===== src/rtl/ifu_pkg.sv =====
// Shared fetch-unit types and constants.
package ifu_pkg;

  localparam int unsigned ILEN        = 32;
  localparam int unsigned INSTR_BYTES = 4;
  // The queue entry holds the widest supported PC; narrower configurations use the low bits.
  localparam int unsigned MAX_XLEN    = 64;

  localparam logic [31:0] DEFAULT_RESET_PC = 32'h0000_0000;

  typedef struct packed {
    logic [MAX_XLEN-1:0] pc;
    logic [ILEN-1:0]     instr;
    logic                filled;
  } fetch_entry_t;

endpackage


===== src/rtl/ifu_fetch_queue.sv =====
// Reservation queue: entries are allocated at request time and filled in response order.
module ifu_fetch_queue
  import ifu_pkg::*;
#(
  parameter int unsigned XLEN  = 32,
  parameter int unsigned DEPTH = 4,
  localparam int unsigned PW   = $clog2(DEPTH),
  localparam int unsigned CW   = PW + 1
) (
  input  logic            clk,
  input  logic            rst,
  input  logic            i_alloc,
  input  logic [XLEN-1:0] i_alloc_pc,
  input  logic            i_fill,
  input  logic [ILEN-1:0] i_fill_instr,
  input  logic            i_pop,
  input  logic            i_flush,
  output logic            o_head_filled,
  output logic [XLEN-1:0] o_head_pc,
  output logic [ILEN-1:0] o_head_instr,
  output logic [CW-1:0]   o_occupancy,
  output logic [CW-1:0]   o_unfilled
);

  fetch_entry_t  r_mem [DEPTH];
  logic [CW-1:0] r_head;
  logic [CW-1:0] r_fill;
  logic [CW-1:0] r_tail;

  logic [PW-1:0] w_head_idx;
  logic [PW-1:0] w_fill_idx;
  logic [PW-1:0] w_tail_idx;
  fetch_entry_t  w_head;

  assign w_head_idx = r_head[PW-1:0];
  assign w_fill_idx = r_fill[PW-1:0];
  assign w_tail_idx = r_tail[PW-1:0];

  // Pointers carry one extra wrap bit so full and empty are distinguishable.
  always_ff @(posedge clk or posedge rst) begin
    if (rst) begin
      r_head <= '0;
      r_fill <= '0;
      r_tail <= '0;
      for (int unsigned i = 0; i < DEPTH; i++) begin
        r_mem[i] <= '0;
      end
    end else if (i_flush) begin
      r_head <= '0;
      r_fill <= '0;
      r_tail <= '0;
      for (int unsigned i = 0; i < DEPTH; i++) begin
        r_mem[i].filled <= 1'b0;
      end
    end else begin
      if (i_alloc) begin
        r_mem[w_tail_idx].pc     <= MAX_XLEN'(i_alloc_pc);
        r_mem[w_tail_idx].filled <= 1'b0;
        r_tail                   <= r_tail + 1'b1;
      end
      if (i_fill) begin
        r_mem[w_fill_idx].instr  <= i_fill_instr;
        r_mem[w_fill_idx].filled <= 1'b1;
        r_fill                   <= r_fill + 1'b1;
      end
      if (i_pop) begin
        r_mem[w_head_idx].filled <= 1'b0;
        r_head                   <= r_head + 1'b1;
      end
    end
  end

  assign w_head        = r_mem[w_head_idx];
  assign o_head_filled = w_head.filled;
  assign o_head_pc     = w_head.pc[XLEN-1:0];
  assign o_head_instr  = w_head.instr;
  assign o_occupancy   = r_tail - r_head;
  assign o_unfilled    = r_tail - r_fill;

  if (XLEN < MAX_XLEN) begin : g_pc_upper
    logic w_unused_pc_upper;
    assign w_unused_pc_upper = ^w_head.pc[MAX_XLEN-1:XLEN];
  end

endmodule


===== src/rtl/ifu_fetch_pipe.sv =====
// Instruction-fetch unit: PC, request credit, stale-response discard and the decode-side queue.
module ifu_fetch_pipe
  import ifu_pkg::*;
#(
  parameter int unsigned     XLEN     = 32,
  parameter logic [XLEN-1:0] RESET_PC = XLEN'(DEFAULT_RESET_PC),
  parameter int unsigned     FQ_DEPTH = 4
) (
  input  logic            clk,
  input  logic            rst,
  output logic            imem_req_valid,
  input  logic            imem_req_ready,
  output logic [XLEN-1:0] imem_req_addr,
  input  logic            imem_rsp_valid,
  input  logic [ILEN-1:0] imem_rsp_data,
  input  logic            redirect_valid,
  input  logic [XLEN-1:0] redirect_pc,
  output logic            id_valid,
  input  logic            id_ready,
  output logic [XLEN-1:0] id_pc,
  output logic [ILEN-1:0] id_instr
);

  localparam int unsigned   CW        = $clog2(FQ_DEPTH) + 1;
  localparam logic [CW-1:0] DEPTH_CNT = CW'(FQ_DEPTH);

  logic [XLEN-1:0] r_pc;
  logic [CW-1:0]   r_discard;

  logic            w_req_fire;
  logic            w_alloc;
  logic            w_fill;
  logic            w_pop;
  logic            w_head_filled;
  logic [CW-1:0]   w_occ;
  logic [CW-1:0]   w_unfilled;
  logic [CW-1:0]   w_credit_used;
  logic [CW-1:0]   w_discard_redirect;
  logic            w_unused_redirect_lsb;

  // occupancy + discard never exceeds FQ_DEPTH, so CW bits hold the sum.
  assign w_credit_used  = w_occ + r_discard;
  assign imem_req_valid = (w_credit_used < DEPTH_CNT) && !rst;
  assign imem_req_addr  = r_pc;
  assign w_req_fire     = imem_req_valid && imem_req_ready;

  assign w_alloc = w_req_fire && !redirect_valid;
  assign w_fill  = imem_rsp_valid && (r_discard == '0) && !redirect_valid;

  assign id_valid = w_head_filled && !redirect_valid;
  assign w_pop    = id_valid && id_ready;

  // Everything still owed by memory after a flush becomes a response to throw away.
  assign w_discard_redirect = r_discard + w_unfilled + CW'(w_req_fire) - CW'(imem_rsp_valid);

  assign w_unused_redirect_lsb = ^redirect_pc[1:0];

  always_ff @(posedge clk or posedge rst) begin
    if (rst) begin
      r_pc      <= RESET_PC;
      r_discard <= '0;
    end else if (redirect_valid) begin
      r_pc      <= {redirect_pc[XLEN-1:2], 2'b00};
      r_discard <= w_discard_redirect;
    end else begin
      if (w_req_fire) begin
        r_pc <= r_pc + XLEN'(INSTR_BYTES);
      end
      if (imem_rsp_valid && (r_discard != '0)) begin
        r_discard <= r_discard - 1'b1;
      end
    end
  end

  ifu_fetch_queue #(
    .XLEN  (XLEN),
    .DEPTH (FQ_DEPTH)
  ) u_queue (
    .clk           (clk),
    .rst           (rst),
    .i_alloc       (w_alloc),
    .i_alloc_pc    (r_pc),
    .i_fill        (w_fill),
    .i_fill_instr  (imem_rsp_data),
    .i_pop         (w_pop),
    .i_flush       (redirect_valid),
    .o_head_filled (w_head_filled),
    .o_head_pc     (id_pc),
    .o_head_instr  (id_instr),
    .o_occupancy   (w_occ),
    .o_unfilled    (w_unfilled)
  );

endmodule


===== config.mk =====
export PLATFORM = sky130hd
export DESIGN_NAME = ifu_fetch_pipe
export DESIGN_NICKNAME = d
export VERILOG_FILES = /design/src/rtl/ifu_pkg.sv /design/src/rtl/ifu_fetch_queue.sv /design/src/rtl/ifu_fetch_pipe.sv
export SDC_FILE = /design/constraint.sdc
export NUM_CORES = 1
export LEC_CHECK = 0
export BUFFER_PORTS_ARGS = -buffer_cell sky130_fd_sc_hd__buf_2
export CORE_MARGIN = 2
export CORE_UTILIZATION = 50
export CTS_CLUSTER_DIAMETER = 50
export DETAILED_ROUTE_END_ITERATION = 12
export PLACE_DENSITY = 0.72
export SYNTH_ARGS = -nofsm -noshare
export SYNTH_HDL_FRONTEND = slang
export SYNTH_SLANG_ARGS = --single-unit

===== constraint.sdc =====
create_clock -name clk -period 17.2 [get_ports clk]
set_input_delay 3.44 -clock clk [delete_from_list [all_inputs] [get_ports clk]]
set_output_delay 3.44 -clock clk [all_outputs]
set_load 0.05 [all_outputs]

; ---- Word level (Yosys, flattened, before mapping)
; Index checks and enable logic that the tools add are counted.
[word_totals]
reg_bits = 432
out_inout_bits = 98
[classes]
n_addsub = 11
n_lt_le_gt_ge = 7
n_mux = 37
bitwise_logic = 3
n_reduce_logical = 20
[op_table]
columns = op, n
row1 = bitwise mux 388 bit, 5
row2 = 2-to-1 mux 388 bit, 5
row3 = demux 97 bit (select 2 bit), 5
row4 = binary-select mux 97 bit (select 2 bit), 1
row5 = 2-to-1 mux 65 bit, 2
row6 = 2-to-1 mux 97 bit, 1
row7 = 2-to-1 mux 32 bit, 2
row8 = 2-to-1 mux 33 bit, 1
row9 = adder 32 x 3 -> 32 bit (second input constant), 1
row10 = 2-to-1 mux 3 bit, 8
row11 = logical AND 1 bit, 11
row12 = nonzero test 2 bit, 5
row13 = adder 3 x 1 -> 3 bit (second input constant), 3
row14 = >= comparator 3 bit (second input constant), 3
row15 = < comparator 3 x 1 -> 1 bit (second input constant), 3
row16 = NOT 2 -> 3 bit, 3
row17 = 2-to-1 mux 1 bit, 7
row18 = adder 3 bit, 2
row19 = subtractor 3 bit, 2
row20 = adder 3 x 1 -> 3 bit, 1
row21 = zero test 3 bit, 1
row22 = < comparator 3 bit (second input constant), 1
row23 = nonzero test 3 bit, 1
row24 = subtractor 3 x 1 -> 3 bit, 1
row25 = 2 further kinds, 3

; ---- Depth between registers and ports, before layout
[logic_depth]
depth_word = 16
ltp_mapped = 18
depth_no_buf = 16

; ---- By module
; From an unflattened synthesis, not the netlist that was laid out.
[hier_totals]
cells_unflattened = 945
hier_area_um2 = 14197.4
[by_module_without_submodules]
columns = mod, instances, cells_per_inst, area_each_um2, seq_area_each_um2
row1 = ifu_fetch_queue, 1, 706, 11951.5, 6731.5
row2 = ifu_fetch_pipe, 1, 239, 2245.9, 825.8

; ---- Least setup slack after synthesis
; OpenSTA, ideal clock, no wires.
[synth_timing]
path_type = input to output
startpoint = input port redirect_valid
endpoint = output port id_valid
arrival_time_ns = 4.522
required_ns = 13.760
setup_slack_ns = 9.238
stages = 4
path_buffers = 2
cell_sequence = inv_1 -> clkbuf_1 -> clkbuf_1 -> and2_1
[synth_via]
elab_chain_len = 2
[synth_lines]
columns = item, line
row1 = from (decl), ifu_fetch_pipe.sv:16  ; input logic redirect_valid,
row2 = zero test 1 bit, ifu_fetch_pipe.sv:50  ; assign id_valid = w_head_filled && !redirect_valid;
row3 = logical AND 1 bit, ifu_fetch_pipe.sv:50
row4 = to (decl), ifu_fetch_pipe.sv:18  ; output logic id_valid,
; Every way passes these cells.

; ---- Worst setup path in the final report
; Same ends and word-level chain as after synthesis.

==> impl_metrics.env <==
export IMPL_status="completed"
export IMPL_r2r_end="r_discard[2]"
export IMPL_ys_flop_type="dfrtp_1"
export IMPL_tns_ps=0
export IMPL_reg2reg_from="u_queue.r_head[0]"
export IMPL_core_um2=27000
export IMPL_rsz0062_at_grt="false"
export IMPL_crit_end="id_valid"
export IMPL_clock_sinks=294
export IMPL_clk_pin_slew_ps=50
export IMPL_crit_required_ps=13760
export IMPL_clockBufferDepth=3
export IMPL_wire_per_inst_um=20.6
export IMPL_power_leakage_uw=0.00752
export IMPL_grt_pass1_wl_mm=49.4
export IMPL_cpPeakStageDelay_ps=440
export IMPL_vias_per_cell=5.84
export IMPL_peakVddDrop_mv=0.105
export IMPL_drt_pass1_iter_count=6
export IMPL_ctsResizeCount=0
export IMPL_grt_use_total_pct=21.7
export IMPL_grt_pass1_vias=9182
export IMPL_dpl_cell_area_um2=14800
export IMPL_skew_ps=20.5
export IMPL_synth_seq_cells=294
export IMPL_synth_warnings=0
export IMPL_design_power_total_uw=2610
export IMPL_drc=0
export IMPL_hold_path_class="reg -> reg"
export IMPL_startpoint="redirect_valid"
export IMPL_syn_area_um2=13700
export IMPL_ioPinCount=168
export IMPL_synth_avg_cell_area_um2=14.3
export IMPL_die_height_um=170
export IMPL_cts_buffers=38
export IMPL_cpMostUsedCell="buf_2"
export IMPL_ys_seq_area_share_pct=53.7
export IMPL_power_per_cell_area_nw_per_um2=163
export IMPL_crit_fanout=51
export IMPL_synth_edff_count=0
export IMPL_cts_max_level=2
export IMPL_die_x_um=170
export IMPL_fin_nets=1192
export IMPL_place_ws_ps=9300
export IMPL_period_needed_ps=7910
export IMPL_finalInstanceArea_um2=16000
export IMPL_slew_limit_headroom_pct=22.1
export IMPL_grt_overflow_total=0
export IMPL_num_vias=8561
export IMPL_grt_start_max_net_pins=196
export IMPL_start_util_pct=50.9
export IMPL_ys_types=47
export IMPL_timing_final_ws_setup_ps=9290
export IMPL_portBuffers=161
export IMPL_drtIter0Drc=547
export IMPL_ctsHoldBuffers=0
export IMPL_tightest_slew_ps=1170
export IMPL_start_kind="input pin"
export IMPL_timing_fmax_mhz=126
export IMPL_fin_crit_sh_pct=46.0
export IMPL_cts_setup_buffers=0
export IMPL_gp_congestion=0.793
export IMPL_cts_tree="done"
export IMPL_cts_root_buffer="clkbuf_16"
export IMPL_cap_violations=0
export IMPL_ff2ff_setup_slack_ps=12480
export IMPL_dpl_hpwl_mm=18.1
export IMPL_die_area_um2=28800
export IMPL_drive_gt1_share_pct=49.5
export IMPL_drv_slew=0
export IMPL_insertion_delay_ps=510
export IMPL_detail_route_antenna_nets=0
export IMPL_synthArstFlopShare_pct=100
export IMPL_worstRegToRegCells=15
export IMPL_slowest_stage="buf_4"
export IMPL_worstPathArrival_ps=4470
export IMPL_wirelength_mm=30.2
export IMPL_setup_viol=0
export IMPL_min_path_cells=1
export IMPL_rows=60
export IMPL_area_growth_pct=16.8
export IMPL_critical_path_class="in -> out"
export IMPL_synth_cells=956
export IMPL_layoutNonFillerInstCount=1467
export IMPL_antenna_found_initial=1
export IMPL_crit_path_end_kind="output pin"
export IMPL_dp_cells=1400
export IMPL_cp_cell_sequence="buf_2 > buf_4 > inv_1 > and2_1 > buf_2"
export IMPL_hold_viol=0
[cell usage after synthesis, types with 8 or more instances]
cell type / n / area, µm²
xnor2_1: 12 / 105
nor2_1: 33 / 124
a21oi_1: 8 / 40.0
nand2_1: 36 / 135
buf_1: 17 / 63.8
inv_1: 25 / 93.8
mux4_2: 63 / 1420
mux2_2: 249 / 2800
nand4_1: 8 / 50.1
nand3_1: 19 / 95.1
buf_2: 22 / 110
or4_1: 19 / 143
o31ai_1: 15 / 113
ha_1: 17 / 213
clkbuf_1: 26 / 97.6
a31oi_1: 16 / 100
dfrtp_1: 294 / 7360
o21ai_0: 9 / 45.0
[sequential cells by signal, indices dropped and copies added (netlist names)]
register        cells
u_queue.r_fill      3
u_queue.r_tail      3
u_queue.r_mem     252
r_discard           3
u_queue.r_head      3
imem_req_addr      30
[worst max-delay path, delay by kind of cell]
family	cells	cell delay, ps
buf+inv	4	830
simple gates	1	160
[cell usage in the layout (no fill, tap or decap), drive strengths merged, types with 9 or more instances in the layout]
master,Yosys,final
buf,44,170
or4,19,19
o31ai,15,15
o21ai,9,9
nor2,33,33
mux4,63,63
ha,17,17
nand2,36,36
a31oi,16,16
nand3,19,19
clkbuf,26,46
mux2,250,250
inv,26,32
dfrtp,294,294
xnor2,12,12
[worst min path at each step]
| stage | end | startpoint | slack (ps) |
|---|---|---|---|
| floorplan | u_queue.r_mem[104] | u_queue.r_mem[104] | 470 |
| global placement | u_queue.r_mem[12] | u_queue.r_mem[12] | 480 |
| detailed placement | u_queue.r_mem[98] | u_queue.r_mem[98] | 490 |
| CTS | u_queue.r_mem[98] | u_queue.r_mem[98] | 500 |
| global route | u_queue.r_mem[160] | u_queue.r_mem[160] | 500 |
| finish | u_queue.r_mem[117] | u_queue.r_mem[117] | 500 |
[layout make-up]
| cell class | instances | area, µm² |
|---|---|---|
| fillers | 2149 | 10900 |
| flip-flops and latches | 294 | 7360 |
| multi-input cells | 569 | 5970 |
| clock buffers | 46 | 1030 |
| repair buffers | 170 | 886 |
| well taps | 341 | 427 |
| clock inverters | 20 | 225 |
| inverters | 26 | 108 |
| diodes | 1 | 2.50 |
[report_power, final]
part	internal, µW	total [µW]	leakage, µW	switching (µW)
Clock	478	786	0.000607	307
Combinational	327	857	0.00303	530
Sequential	866	971	0.00388	105
[cells by family after synthesis]
| family | after synthesis | synth area share [%] |
|---|---|---|
| muxes | 316 | 31.1 |
| adders and majority gates | 23 | 2.43 |
| and+or+nand+nor | 143 | 5.32 |
| AOI/OAI and AO/OA | 69 | 3.51 |
| buffers and inverters | 96 | 3.01 |
| xor gates and xnor gates | 14 | 0.895 |
| DFF | 294 | 53.7 |
| other | 1 | 0.0274 |
[stage by stage]
step / utilization, % / hold WS (ps)
6_report: 59.4 / 497
5_1_grt: 59.4 / 505
4_1_cts: 59.4 / 501
3_5_place_dp: 54.7 / 488
3_3_place_gp: 54.7 / 481
2_1_floorplan: - / 474
[per-layer routing]
| layer | GRT usage (%) | share of wire (%) | vias up |
|---|---|---|---|
| met5 | 0 | 0 | - |
| li1 | - | - | 3831 |
| met4 | 6.84 | 2.3 | 0 |
| met2 | 35.6 | 50 | 184 |
| met1 | 30.2 | 44 | 4500 |
| met3 | 3.29 | 4.0 | 46 |
Note: power is estimated with default switching activity, not from simulation.
